$ cat src/rtl/morse_pkg.sv
// Shared definitions for the Morse transmitter character path.
// Lookup FSM state encoding and the ASCII constants used by case folding.
// No logic here; imported by the lookup block and its normaliser.
package morse_pkg;

    typedef enum logic [1:0] {
        IDLE = 2'd0,
        SCAN = 2'd1,
        DONE = 2'd2
    } state_t;

    localparam logic [6:0] LOWER_A  = 7'h61;
    localparam logic [6:0] LOWER_Z  = 7'h7A;
    localparam int         CASE_BIT = 5;

endpackage

$ cat src/rtl/normalizador_caracter.sv
// Case-fold normaliser: maps 'a'..'z' onto 'A'..'Z' when fold is set.
// Latency: purely combinational, zero cycles.
// Backpressure: none, no handshake; output follows the inputs.
module normalizador_caracter
    import morse_pkg::*;
#(
    parameter int WIDTH   = 7,
    parameter bit FOLD_EN = 1'b1
) (
    input  logic [WIDTH-1:0] char,
    input  logic             fold,
    output logic [WIDTH-1:0] char_n
);

    if (FOLD_EN) begin : g_fold
        logic in_range;

        // Only the lowercase ASCII letters are folded; compare on the full width
        // so wider characters outside the 7-bit range pass through untouched.
        assign in_range = (char >= WIDTH'(LOWER_A)) && (char <= WIDTH'(LOWER_Z));

        // Clearing the case bit turns a lowercase letter into its uppercase twin.
        always_comb begin
            char_n = char;
            if (fold && in_range) begin
                char_n[CASE_BIT] = 1'b0;
            end
        end
    end else begin : g_nofold
        logic unused_fold;

        assign unused_fold = fold;
        assign char_n      = char;
    end

endmodule

$ cat src/rtl/buscador_caracter.sv
// Sequential character lookup over a writable DEPTH-entry table, lowest matching index wins.
// Latency: hit at index k after k+1 cycles, miss after DEPTH cycles; result then held in DONE.
// Backpressure: in_ready/tbl_ready only in IDLE; result held stable until out_valid && out_ready.
module buscador_caracter
    import morse_pkg::*;
#(
    parameter  int WIDTH   = 7,
    parameter  int DEPTH   = 64,
    parameter  bit FOLD_EN = 1'b1,
    localparam int IDX_W   = $clog2(DEPTH)
) (
    input  logic             clk,
    input  logic             rst,
    input  logic             in_valid,
    output logic             in_ready,
    input  logic [WIDTH-1:0] in_char,
    input  logic             fold_case,
    input  logic             tbl_we,
    input  logic [IDX_W-1:0] tbl_addr,
    input  logic [WIDTH-1:0] tbl_data,
    output logic             tbl_ready,
    output logic             out_valid,
    input  logic             out_ready,
    output logic             out_hit,
    output logic [IDX_W-1:0] out_idx,
    output logic             busy
);

    localparam logic [IDX_W-1:0] LAST_IDX = IDX_W'(DEPTH - 1);

    state_t           state_q, state_d;
    logic [WIDTH-1:0] char_q,  char_d;
    logic             fold_q,  fold_d;
    logic [IDX_W-1:0] cnt_q,   cnt_d;
    logic             hit_q,   hit_d;
    logic [IDX_W-1:0] idx_q,   idx_d;

    logic [WIDTH-1:0] mem_q [DEPTH];
    logic [WIDTH-1:0] mem_d [DEPTH];
    logic [DEPTH-1:0] vld_q, vld_d;

    logic [WIDTH-1:0] in_char_n;
    logic [WIDTH-1:0] ent_n;
    logic             addr_ok;
    logic             tbl_wr;
    logic             match;

    // Status outputs decode the registered state; reset also drops the ready flags.
    assign in_ready  = (state_q == IDLE) && !rst;
    assign tbl_ready = (state_q == IDLE) && !rst;
    assign out_valid = (state_q == DONE);
    assign busy      = (state_q != IDLE);
    assign out_hit   = hit_q;
    assign out_idx   = idx_q;

    // Incoming character is normalised once, at acceptance, with its own fold flag.
    normalizador_caracter #(
        .WIDTH   (WIDTH),
        .FOLD_EN (FOLD_EN)
    ) u_norm_in (
        .char   (in_char),
        .fold   (fold_case),
        .char_n (in_char_n)
    );

    // Table entry under the scan pointer, normalised with the latched fold flag.
    normalizador_caracter #(
        .WIDTH   (WIDTH),
        .FOLD_EN (FOLD_EN)
    ) u_norm_tbl (
        .char   (mem_q[cnt_q]),
        .fold   (fold_q),
        .char_n (ent_n)
    );

    // Addresses past the last entry (non power-of-two DEPTH) are ignored.
    assign addr_ok = ({1'b0, tbl_addr} < (IDX_W + 1)'(DEPTH));
    assign tbl_wr  = tbl_we && tbl_ready && addr_ok;
    assign match   = vld_q[cnt_q] && (ent_n == char_q);

    // Table write port: data and valid bit updated together, only while idle.
    always_comb begin
        mem_d = mem_q;
        vld_d = vld_q;
        if (tbl_wr) begin
            mem_d[tbl_addr] = tbl_data;
            vld_d[tbl_addr] = 1'b1;
        end
    end

    // Lookup FSM: accept, scan one entry per cycle, then hold the result for the consumer.
    always_comb begin
        state_d = state_q;
        char_d  = char_q;
        fold_d  = fold_q;
        cnt_d   = cnt_q;
        hit_d   = hit_q;
        idx_d   = idx_q;
        case (state_q)
            IDLE: begin
                if (in_valid) begin
                    char_d  = in_char_n;
                    fold_d  = fold_case;
                    cnt_d   = '0;
                    state_d = SCAN;
                end
            end
            SCAN: begin
                if (match) begin
                    hit_d   = 1'b1;
                    idx_d   = cnt_q;
                    state_d = DONE;
                end else if (cnt_q == LAST_IDX) begin
                    hit_d   = 1'b0;
                    idx_d   = '0;
                    state_d = DONE;
                end else begin
                    cnt_d = cnt_q + IDX_W'(1);
                end
            end
            DONE: begin
                if (out_ready) begin
                    state_d = IDLE;
                end
            end
            default: begin
                state_d = IDLE;
            end
        endcase
    end

    // Entry data carries no reset; only the valid bits decide whether an entry can match.
    always_ff @(posedge clk) begin
        mem_q <= mem_d;
    end

    // Control and result registers; reset aborts any lookup in flight.
    always_ff @(posedge clk or posedge rst) begin
        if (rst) begin
            state_q <= IDLE;
            vld_q   <= '0;
            char_q  <= '0;
            fold_q  <= 1'b0;
            cnt_q   <= '0;
            hit_q   <= 1'b0;
            idx_q   <= '0;
        end else begin
            state_q <= state_d;
            vld_q   <= vld_d;
            char_q  <= char_d;
            fold_q  <= fold_d;
            cnt_q   <= cnt_d;
            hit_q   <= hit_d;
            idx_q   <= idx_d;
        end
    end

    // A stalled result must not move while the consumer is not ready.
    a_done_stable: assert property (@(posedge clk) disable iff (rst)
        (state_q == DONE && !out_ready) |=> (state_q == DONE && $stable(hit_q) && $stable(idx_q)));

endmodule

$ cat config.mk
export PLATFORM = sky130hd
export DESIGN_NAME = buscador_caracter
export DESIGN_NICKNAME = d
export VERILOG_FILES = /design/src/rtl/morse_pkg.sv /design/src/rtl/normalizador_caracter.sv /design/src/rtl/buscador_caracter.sv
export SDC_FILE = /design/constraint.sdc
export NUM_CORES = 1
export LEC_CHECK = 0
export BUFFER_PORTS_ARGS = -buffer_cell sky130_fd_sc_hd__buf_2
export CAP_MARGIN = 20
export CORE_MARGIN = 3
export CORE_UTILIZATION = 60
export DETAILED_ROUTE_END_ITERATION = 8
export HOLD_SLACK_MARGIN = 0.15
export PLACE_DENSITY_LB_ADDON = 0.25
export SYNTH_ARGS = -nofsm -noshare
export SYNTH_HDL_FRONTEND = slang
export SYNTH_SLANG_ARGS = --single-unit
$ cat constraint.sdc
create_clock -name clk -period 7.9 [get_ports clk]
set_input_delay 0.395 -clock clk [delete_from_list [all_inputs] [get_ports clk]]
set_output_delay 0.395 -clock clk [all_outputs]
set_load 0.03 [all_outputs]
==> impl_table.tex, run 1 <==
\begin{tabular}{lr}
\hline
Metric & Value \\
\hline
\multicolumn{2}{l}{\textbf{Run status}} \\
Run status & complete, no violations \\
\multicolumn{2}{l}{\textbf{Drt}} \\
Wire length reported by the detailed router & slightly below 50000 um \\
Detailed Routing Iterations Pass 1 & 8 \\
\# DRC & 0 \\
Via count & 11192 \\
First DRT Iteration DRCs & between 1000 and 1500 \\
Vias/cell & 6.69 \\
Detail-routed net length per standard cell & 29.3 um \\
Antenna Nets Post-Route & 0 \\
\multicolumn{2}{l}{\textbf{Timing}} \\
Unrepaired setup endpoints after global routing & no \\
Setup TNS after final layout & 0 ns \\
Slew at the pin with the worst max-slew slack & 1.08 ns \\
Post-layout worst setup margin & between 2 and 3 ns \\
Final-report setup violation count & 0 \\
Final count of hold timing violations & 0 \\
Max-slew violation count & 0 \\
Post-route fraction of the period consumed by the critical path & 0.634 \\
FMAX & between 150 and 200 MHz \\
Worst slew slack as a fraction of its limit & 0.280 \\
Final setup skew & between 0.015 and 0.02 ns \\
Time the worst path needs with I/O delays and setup & around 5 ns \\
\multicolumn{2}{l}{\textbf{GRT}} \\
Antenna violations before repair & 0 \\
Via count of the first global-routing pass & 11383 \\
Aggregate global-route resource usage & 0.267 \\
GRT Residual Overflow & 0 \\
Wire length of the first global-routing pass & 74600 um \\
Pin count of the biggest net entering global routing & 65 \\
\multicolumn{2}{l}{\textbf{Logic synthesis}} \\
Fraction of synthesis flops using an asynchronous set or reset pin & 0.163 \\
Mapped Avg Cell Area & between 15 and 20 sq um \\
Post-synth top area share & 0.633 \\
Synthesized-area fraction occupied by xor and xnor cells & 0.00165 \\
Most used flip-flop cell after synthesis & edfxtp\_1 \\
Main combinational cell family by area after synthesis & multiplexers \\
Cell count after synthesis & $\sim$1100 \\
Adder and majority gate portion of the synthesized area & 0.000589 \\
Library cell with the highest instance count after synthesis & edfxtp\_1 \\
Synthesized netlist net count & approximately 1100 \\
Proportion of synthesized chip area in sequential cells & 0.736 \\
Warnings from Yosys & 0 \\
Cell types with the largest area share after synthesis & edfxtp\_1 63\%, mux4\_2 14\%, dfrtp\_1 10\% \\
Synth Area in Simple Gates & 0.0605 \\
Proportion of synthesized area in mux cells & 0.154 \\
Number of flops mapped to enable cells by yosys & 448 \\
Commonest cells in the netlist & 448 x edfxtp\_1, 130 x mux4\_2, 87 x dfrtp\_1 \\
Flop and latch count out of synthesis & $\sim$540 \\
Synth Cell Area & 21200 sq um \\
Largest area contributor in the synthesized netlist & edfxtp\_1 \\
Library cells used by synthesis & 57 \\
Compound-gate portion of the synthesized area & 0.0310 \\
\multicolumn{2}{l}{\textbf{Clock tree}} \\
Number of setup buffers added after CTS & 0 \\
Clk Latency, worst-skew pair & 0.58 ns \\
Number of clock sinks seen by CTS & 535 \\
Maximum buffer depth of the clock tree & 3 \\
Inserted Clock Buffers & 52 \\
Cell chosen for the clock root & clkbuf\_16 \\
Number of hold-repair buffers added at the cts stage & 10 \\
Max H-tree Level & 2 \\
Clock edge transition at the registers on the reported setup and hold paths & 0.06 ns \\
Post-cts repair resize count & 0 \\
TritonCTS clock tree & built \\
\multicolumn{2}{l}{\textbf{Die}} \\
DIE WIDTH & 194 um \\
Initial Util & 0.612 \\
Total core area & 34700 sq um \\
Die area & between 30000 and 40000 sq um \\
Site row count & 68 \\
I/O pin total & 37 \\
Die extent in y & 194 um \\
\multicolumn{2}{l}{\textbf{Layout}} \\
Area taken by flip-flops and latches & around 16000 sq um \\
Area growth from synthesis to final layout & 12.0\% \\
Area used by multi-input combinational logic & 5260 sq um \\
Count of inserted antenna diode cells & 0 \\
Layout cells sized above 1 & 0.288 \\
Total of fill cells in the finished design & 2153 \\
Number of nets in the layout & 1202 \\
\multicolumn{2}{l}{\textbf{Pwr}} \\
Worst VDD drop & 0.235 mV \\
Power per unit of standard cell area & 333 nW/um\^{}2 \\
Standby leakage power & 8.30 nW \\
Overall power & 0.00792 W \\
\multicolumn{2}{l}{\textbf{Critical path}} \\
Type of the setup path with the least slack & reg -> reg \\
Maximum fanout count along the critical path & 47 \\
Maximum single-stage delay on the critical path & 1.02 ns \\
Worst-path cell chain & buf\_12, mux4\_2, mux4\_2, o22ai\_1, a21oi\_1, xnor2\_1, nand4\_1, or4\_1, a311o\_1, a41o\_1, o311a\_1 \\
Most common cell on crit path & mux4\_2 \\
Arrival time of the worst setup path & between 5 and 6 ns \\
Crit path required time & approximately 8.4 ns \\
Critical Path Slowest Stage Cell & dfrtp\_4 \\
Crit end category & flop \\
Critical Path Source Type & flop \\
\multicolumn{2}{l}{\textbf{Placement}} \\
DP Worst Slack & 2.98 ns \\
Final GP Congestion & 0.892 \\
Count of input and output buffers & 36 \\
Post-DP HPWL & about 29000 um \\
\multicolumn{2}{l}{\textbf{Flow run}} \\
Max capacitance violation total & 0 \\
\multicolumn{2}{l}{\textbf{Worst hold path}} \\
Hold Path Class & in -> reg \\
\hline
\end{tabular}
[layout by cell type, fill, tap and decap left out, types with 7 or more instances in the layout]
master / count
dfrtp_1: 84
a21oi_1: 18
nand2_1: 39
nand4_1: 12
nor2_1: 79
nand3b_1: 9
clkinv_2: 9
mux2_2: 13
mux4_2: 130
nor2b_1: 9
dlygate4sd3_1: 11
clkbuf_16: 55
inv_1: 7
o21ai_0: 15
or2_2: 65
mux2i_1: 19
edfxtp_1: 448
a22oi_1: 24
buf_4: 10
buf_2: 36
clkbuf_1: 16
buf_12: 8
[cells by family (layout without fill, tap and decap cells)]
family                   count (synthesis)  count (layout)
XOR/XNOR                                 4               4
AND/OR/NAND/NOR                        248             248
flip-flops                             535             535
multiplexers                           162             162
AO/OA/AOI/OAI                           95              95
adder cells (fa/ha/maj)                  1               1
buffers and inverters                   67             172
[critical path, delay by kind of cell, from the launching register on]
kind	cells	cell delay (ns)
buffers and inverters	1	0.39
AOI/OAI and AO/OA	5	1.57
and+or+nand+nor	2	0.62
DFF	1	1.02
xor gates and xnor gates	1	0.16
muxes	2	1.05
[layer usage]
layer	GRT usage	share of wire
met3	0.0467	0.091
met1	0.398	0.40
met2	0.411	0.48
met4	0.0883	0.032
met5	0	0
[final cells by class]
class                   instances  share of cell area
multi-input cells             510               0.221
clock buffers                  76              0.0633
well taps                     455              0.0239
flip-flops and latches        535               0.657
repair buffers                 65              0.0221
inverters                      11             0.00184
clock inverters                20              0.0106
[report_power, final]
part / internal, W / switching (W) / total (W)
Sequential: 0.00314 / 0.000231 / 0.00337
Combinational: 0.000933 / 0.00108 / 0.00201
Clock: 0.00152 / 0.00102 / 0.00254
[final timing paths]
kind / start / endpoint / slack (ns) / cells past startpoint
worst max-delay path: cnt_q[0] / cnt_q[4] / 2.89 / 11
worst min-delay path: tbl_data[6] / mem_q[440] / 0.26 / 1
worst max register to register: cnt_q[0] / cnt_q[4] / 2.89 / 11
worst min register to register: vld_q[40] / vld_q[40] / 0.46 / 1
max in group asynchronous: rst / cnt_q[0] / 6.29 / 4
min in group asynchronous: rst / vld_q[24] / 0.40 / 3
[sequential cells by signal, summed over array words and instances (netlist names)]
name and flops:
cnt_q 6, char_q 7, mem_q 448, fold_q 1, out_idx 6, out_hit 1
state_q 2, vld_q 64
[per-stage QoR]
stage          instance area, sq um  cells  hold slack (ns)   util
2_1_floorplan                 21200   1112            0.434      -
3_3_place_gp                  21800   1558            0.445  0.628
3_5_place_dp                  21800   1558            0.448  0.628
4_1_cts                       23700   1664            0.386  0.681
5_1_grt                       23800   1672            0.294  0.685
6_report                      23800   1672            0.264  0.685
Note: power is estimated with default switching activity, not from simulation.
==> inputs of run 2 (changes only) <==
- clock period: 7.9 -> 5.2 ns (I/O delays scaled with it)
==> impl_table.tex, run 2 (synthesis results as in run 1) <==
\begin{tabular}{lr}
\hline
Metric & Value \\
\hline
\multicolumn{2}{l}{\textbf{Critical path}} \\
Most common cell on crit path & a211oi\_1 \\
Critical Path Slowest Stage Cell & dfrtp\_4 \\
R2r startpoint & cnt\_q[1] \\
Critical Path Source Type & flop \\
Largest delay contributor family on the critical path & compound AO/OA/AOI/OAI gates \\
Crit path required time & 5.64 ns \\
R2r endpoint & cnt\_q[4] \\
Launch point of the critical path & cnt\_q[1] \\
Number of stages on the worst setup path & 11 \\
Arrival time of the worst setup path & 5.20 ns \\
R2R setup slack & around 0.44 ns \\
Worst-path cell chain & buf\_4, mux4\_2, mux2i\_1, a211oi\_1, nor4\_4, o31a\_1, or4\_1, a211oi\_1, a311o\_1, nand4\_1, o311a\_1 \\
Maximum single-stage delay on the critical path & 1.04 ns \\
Type of the setup path with the least slack & reg -> reg \\
Maximum fanout count along the critical path & 49 \\
Termination of the worst setup path & cnt\_q[4] \\
CP bufs+invs & 1 \\
Crit end category & flop \\
Worst reg2reg path depth & 11 \\
\multicolumn{2}{l}{\textbf{Die}} \\
DIE WIDTH & 194 um \\
I/O pin total & 37 \\
Die area & 37700 sq um \\
Die extent in y & roughly 190 um \\
Site row count & 68 \\
Total core area & 34700 sq um \\
Initial Util & 0.612 \\
\multicolumn{2}{l}{\textbf{Placement}} \\
Post-DP HPWL & 30800 um \\
Count of input and output buffers & 36 \\
Final GP Congestion & 0.967 \\
\multicolumn{2}{l}{\textbf{Timing}} \\
Final count of hold timing violations & 0 \\
Final setup skew & 0.00923 ns \\
Max-slew violation count & 0 \\
Final-report setup violation count & 0 \\
Time the worst path needs with I/O delays and setup & 4.76 ns \\
Slew at the pin with the worst max-slew slack & 0.928 ns \\
Post-route fraction of the period consumed by the critical path & 0.916 \\
FMAX & between 200 and 250 MHz \\
Setup TNS after final layout & 0 ns \\
Unrepaired setup endpoints after global routing & no \\
Worst slew slack as a fraction of its limit & 0.381 \\
\multicolumn{2}{l}{\textbf{GRT}} \\
GRT Residual Overflow & 0 \\
Wire length of the first global-routing pass & 74800 um \\
Aggregate global-route resource usage & 0.268 \\
Antenna violations before repair & 0 \\
Via count of the first global-routing pass & between 10000 and 15000 \\
Pin count of the biggest net entering global routing & 65 \\
\multicolumn{2}{l}{\textbf{Layout}} \\
Layout cells sized above 1 & 0.293 \\
Leading cell types in the layout, fill and taps excluded & 448 x edfxtp\_1, 130 x mux4\_2, 84 x dfrtp\_1, 79 x nor2\_1, 65 x or2\_2 \\
Total of fill cells in the finished design & 2152 \\
Count of inserted antenna diode cells & 0 \\
Number of flip-flops in the largest register & 448 \\
Most common cell after layout, fill and taps aside & edfxtp\_1 \\
Area growth from synthesis to final layout & 12.6\% \\
Registers with the most flip-flops & mem\_q x448, vld\_q x64, char\_q x7 \\
Number of nets in the layout & 1219 \\
Largest register by flop count & mem\_q \\
\multicolumn{2}{l}{\textbf{Pwr}} \\
Overall power & 0.0121 W \\
Power per unit of standard cell area & 506 nW/um\^{}2 \\
Standby leakage power & 8.36 nW \\
Worst VDD drop & 0.403 mV \\
\multicolumn{2}{l}{\textbf{Drt}} \\
Wire length reported by the detailed router & a little under 50000 um \\
Via count & about 11000 \\
Detail-routed net length per standard cell & slightly below 30 um \\
First DRT Iteration DRCs & 1430 \\
Antenna Nets Post-Route & 0 \\
\# DRC & 0 \\
Vias/cell & 6.59 \\
Detailed Routing Iterations Pass 1 & 5 \\
\multicolumn{2}{l}{\textbf{Clock tree}} \\
Cell chosen for the clock root & clkbuf\_16 \\
Maximum buffer depth of the clock tree & 3 \\
Max H-tree Level & 2 \\
Clock edge transition at the registers on the reported setup and hold paths & around 0.06 ns \\
Inserted Clock Buffers & 52 \\
Post-cts repair resize count & 0 \\
Clk Latency, worst-skew pair & 0.56 ns \\
Number of clock sinks seen by CTS & around 540 \\
TritonCTS clock tree & built \\
\multicolumn{2}{l}{\textbf{Flow run}} \\
Max capacitance violation total & 0 \\
\multicolumn{2}{l}{\textbf{Worst hold path}} \\
Hold Path Class & in -> reg \\
\multicolumn{2}{l}{\textbf{Run status}} \\
Run status & complete, no violations \\
\hline
\end{tabular}
## run 2: metrics by stage
stage | hold WS, ns | utilization | setup slack, ns | instance area [sq um] | cells
6_report | 0.180 | 0.689 | 0.438 | 23900 | 1689
4_1_cts | 0.284 | 0.685 | 0.521 | 23800 | 1682
5_1_grt | 0.183 | 0.689 | 0.263 | 23900 | 1689
2_1_floorplan | 0.359 | - | 1.72 | 21200 | 1112
3_3_place_gp | 0.327 | 0.632 | 0.617 | 22000 | 1574
3_5_place_dp | 0.345 | 0.633 | 0.587 | 22000 | 1575
## run 2: per-layer routing
layer / wire length [um] / vias to the layer above / global-route usage
li1: - / 4621 / -
met1: 20100 / 5784 / 0.400
met2: 23200 / 605 / 0.401
met3: 4500 / 125 / 0.0577
met4: 1870 / 0 / 0.0976
met5: 0 / - / 0
## run 2: how the worst min path moves through the flow
stage / to / startpoint / depth (start not counted) / slack (ns)
5_1_grt: mem_q[322] / tbl_data[0] / 1 / 0.18
3_3_place_gp: vld_q[24] / rst / 2 / 0.33
4_1_cts: mem_q[26] / tbl_data[5] / 1 / 0.28
6_report: mem_q[280] / tbl_data[0] / 1 / 0.18
2_1_floorplan: mem_q[0] / tbl_data[0] / 0 / 0.36
3_5_place_dp: vld_q[25] / rst / 2 / 0.34
## run 2: cell type report
cell class	instances	area, sq um	share of cell area
Inverter	11	43.8	0.00183
Tap cell	455	569	0.0238
Clock inverter	18	218	0.00910
Multi-Input combinational cell	510	5260	0.220
Clock buffer	78	1480	0.0619
Sequential cell	535	15600	0.654
Timing Repair Buffer	82	713	0.0298
## run 2: what timing repair did
action / in CTS / in global routing
hold endpoints to repair: 45 / 8
buffers inserted: 0 / 0
hold buffers: 11 / 1
## run 2: where the power goes
| part | total [W] | switching, W | internal [W] | leakage [nW] |
|---|---|---|---|---|
| Clock | 0.00375 | 0.00154 | 0.00221 | 0.820 |
| Sequential | 0.00512 | 0.000352 | 0.00477 | 5.20 |
| Combinational | 0.00323 | 0.00170 | 0.00153 | 2.34 |
==> inputs of run 3 (changes only) <==
- ABC_AREA: default -> 1
==> impl_table.tex, run 3 <==
\begin{tabular}{lr}
\hline
Metric & Value \\
\hline
\multicolumn{2}{l}{\textbf{Logic synthesis}} \\
Flop and latch count out of synthesis & approximately 540 \\
Synthesized netlist net count & 2129 \\
Largest area contributor in the synthesized netlist & edfxtp\_1 \\
Proportion of synthesized area in mux cells & 0 \\
Main combinational cell family by area after synthesis & simple AND/OR/NAND/NOR gates \\
Synthesized-area fraction occupied by xor and xnor cells & 0.00193 \\
Post-synth top area share & 0.594 \\
Commonest cells in the netlist & 586 x nand2\_1, 448 x edfxtp\_1, 312 x nand3\_1 \\
Most used flip-flop cell after synthesis & edfxtp\_1 \\
Synth Area in Simple Gates & 0.210 \\
Number of flops mapped to enable cells by yosys & 448 \\
Synth Cell Area & approximately 23000 sq um \\
Library cells used by synthesis & 32 \\
Compound-gate portion of the synthesized area & 0.0451 \\
Library cell with the highest instance count after synthesis & nand2\_1 \\
Mapped Avg Cell Area & approximately 11 sq um \\
Cell count after synthesis & $\sim$2100 \\
Adder and majority gate portion of the synthesized area & 0.000552 \\
Proportion of synthesized chip area in sequential cells & 0.690 \\
Fraction of synthesis flops using an asynchronous set or reset pin & 0.163 \\
Warnings from Yosys & 0 \\
Cell types with the largest area share after synthesis & edfxtp\_1 59\%, nand2\_1 9.7\%, dfrtp\_1 9.6\% \\
\multicolumn{2}{l}{\textbf{Drt}} \\
Detailed Routing Iterations Pass 1 & 6 \\
\# DRC & 0 \\
Via count & 15609 \\
Wire length reported by the detailed router & 54500 um \\
Antenna Nets Post-Route & 0 \\
First DRT Iteration DRCs & 1783 \\
Detail-routed net length per standard cell & 20.4 um \\
Vias/cell & 5.86 \\
\multicolumn{2}{l}{\textbf{Layout}} \\
Area used by multi-input combinational logic & between 5000 and 6000 sq um \\
Number of flip-flops in the largest register & 448 \\
Registers with the most flip-flops & mem\_q x448, vld\_q x64, char\_q x7 \\
Largest register by flop count & mem\_q \\
Count of inserted antenna diode cells & 0 \\
Area growth from synthesis to final layout & 10.0\% \\
Number of nets in the layout & 2145 \\
Leading cell types in the layout, fill and taps excluded & 586 x nand2\_1, 448 x edfxtp\_1, 312 x nand3\_1, 162 x nor2\_1, 122 x inv\_1 \\
Most common cell after layout, fill and taps aside & nand2\_1 \\
Layout cells sized above 1 & 0.0838 \\
Area taken by flip-flops and latches & 15600 sq um \\
Total of fill cells in the finished design & about 2700 \\
\multicolumn{2}{l}{\textbf{Placement}} \\
Post-DP HPWL & 30600 um \\
Count of input and output buffers & 36 \\
Final GP Congestion & 0.901 \\
\multicolumn{2}{l}{\textbf{Timing}} \\
Hold WS & 0.240 ns \\
Final-report setup violation count & 0 \\
Time the worst path needs with I/O delays and setup & 3.74 ns \\
Final count of hold timing violations & 0 \\
Slew at the pin with the worst max-slew slack & 0.985 ns \\
Worst slew slack as a fraction of its limit & 0.343 \\
Setup TNS after final layout & 0 ns \\
FMAX & 267 MHz \\
Final setup skew & 0.0186 ns \\
Post-route fraction of the period consumed by the critical path & 0.720 \\
Max-slew violation count & 0 \\
Unrepaired setup endpoints after global routing & no \\
\multicolumn{2}{l}{\textbf{Clock tree}} \\
Clk Latency, worst-skew pair & 0.59 ns \\
TritonCTS clock tree & built \\
Inserted Clock Buffers & 53 \\
Clock edge transition at the registers on the reported setup and hold paths & about 0.06 ns \\
Max H-tree Level & 2 \\
Cell chosen for the clock root & clkbuf\_16 \\
Post-cts repair resize count & 0 \\
Number of hold-repair buffers added at the cts stage & 17 \\
Number of setup buffers added after CTS & 0 \\
Number of clock sinks seen by CTS & 535 \\
Maximum buffer depth of the clock tree & 3 \\
\multicolumn{2}{l}{\textbf{GRT}} \\
Via count of the first global-routing pass & 15176 \\
Pin count of the biggest net entering global routing & between 150 and 200 \\
Antenna violations before repair & 0 \\
Wire length of the first global-routing pass & 85100 um \\
Aggregate global-route resource usage & 0.270 \\
GRT Residual Overflow & 0 \\
\multicolumn{2}{l}{\textbf{Die}} \\
DIE WIDTH & 200 um \\
Total core area & between 30000 and 40000 sq um \\
Site row count & 70 \\
Initial Util & 0.614 \\
I/O pin total & 37 \\
Die area & 40100 sq um \\
Die extent in y & 200 um \\
\multicolumn{2}{l}{\textbf{Critical path}} \\
Number of stages on the worst setup path & 18 \\
Maximum single-stage delay on the critical path & 0.70 ns \\
R2r startpoint & cnt\_q[0] \\
Critical Path Source Type & flop \\
Critical Path Slowest Stage Cell & dfrtp\_4 \\
Worst reg2reg path depth & 18 \\
Worst-path cell chain & inv\_6, buf\_4, nand2\_1, nand3\_1, nand3\_1, nand2\_1, nand2\_1, nand3\_1, nand3\_1, nand3\_1, nand2\_1, nor2\_1, nand2\_1, nor2\_4, nand3\_4, nand2\_2, nand3\_1, nand2\_1 \\
Crit path required time & 5.72 ns \\
R2R setup slack & 1.46 ns \\
Type of the setup path with the least slack & reg -> reg \\
CP bufs+invs & 2 \\
Arrival time of the worst setup path & 4.26 ns \\
R2r endpoint & cnt\_q[3] \\
Maximum fanout count along the critical path & 83 \\
Largest delay contributor family on the critical path & simple AND/OR/NAND/NOR gates \\
Crit end category & flop \\
\multicolumn{2}{l}{\textbf{Worst hold path}} \\
Hold Path Class & in -> reg \\
Hold EP & state\_q[0] \\
Number of stages on the worst hold path & 3 \\
Critical hold path startpoint & in\_valid \\
\multicolumn{2}{l}{\textbf{Pwr}} \\
Power per unit of standard cell area & 501 nW/um\^{}2 \\
Worst VDD drop & about 0.35 mV \\
Standby leakage power & 9.84 nW \\
\multicolumn{2}{l}{\textbf{Run status}} \\
Run status & complete, no violations \\
\multicolumn{2}{l}{\textbf{Flow run}} \\
Max capacitance violation total & 0 \\
\hline
\end{tabular}
-- run 3: cell count changes after synthesis, sizes merged, moves of 13 or more --
cell	previous run	this run
a22oi	25	0
buf	35	93
inv	10	128
mux2	13	0
mux2i	19	0
mux4	130	0
nand2	39	587
nand3	6	313
nor2	79	164
o21ai	16	129
o221ai	0	13
or2	65	31
-- run 3: area by class of cell --
type	count	share of cell area
inverter	139	0.0212
tap	504	0.0253
multi-input combinational	1311	0.234
sequential	535	0.627
timing repair buffer	78	0.0242
clock buffer	84	0.0648
clock inverter	12	0.00311
-- run 3: logic make-up (layout without fill, tap and decap cells) --
logic type,count (synthesis),count (layout)
buffers and inverters,256,313
AND/OR/NAND/NOR,1119,1119
flip-flops,535,535
XOR/XNOR,5,5
AO/OA/AOI/OAI,186,186
adder cells (fa/ha/maj),1,1
-- run 3: per-stage QoR --
stage | worst slack, ns | cells | utilization | cell area, sq um | total power (W)
after CTS | 1.55 | 2661 | 0.675 | 24900 | 0.0124
after global routing | 1.16 | 2663 | 0.676 | 24900 | 0.0131
after floorplan | 2.27 | 2102 | - | 22700 | 0.00778
final | 1.46 | 2663 | 0.676 | 24900 | 0.0125
after detailed placement | 1.62 | 2548 | 0.625 | 23000 | 0.00875
after global placement | 1.66 | 2548 | 0.625 | 23000 | 0.00868
-- run 3: layer usage --
| layer | vias up | wire [um] | track usage |
|---|---|---|---|
| li1 | 7199 | - | - |
| met1 | 7568 | 22400 | 0.384 |
| met2 | 708 | 25700 | 0.423 |
| met3 | 134 | 4700 | 0.0541 |
| met4 | 0 | 1660 | 0.0931 |
| met5 | - | 0 | 0 |
-- run 3: worst register-to-register path: cells and delay by family (launching register included) --
family	cells	cell delay, ns
buf+inv	2	1.06
flops	1	0.70
simple gates	16	1.91
-- run 3: where the power goes --
| group | internal (W) | total [W] | switching [W] |
|---|---|---|---|
| logic | 0.00111 | 0.00387 | 0.00276 |
| registers | 0.00474 | 0.00491 | 0.000171 |
| clock network | 0.00216 | 0.00370 | 0.00154 |
-- run 3: how the worst max path moves through the flow --
stage | from | to | slack [ns]
detailed placement | cnt_q[0] | cnt_q[3] | 1.62
CTS | cnt_q[0] | out_idx[4] | 1.55
global placement | cnt_q[0] | out_idx[4] | 1.66
global route | cnt_q[0] | out_idx[4] | 1.16
finish | cnt_q[0] | cnt_q[3] | 1.46
floorplan | state_q[1] | mem_q[77] | 2.27
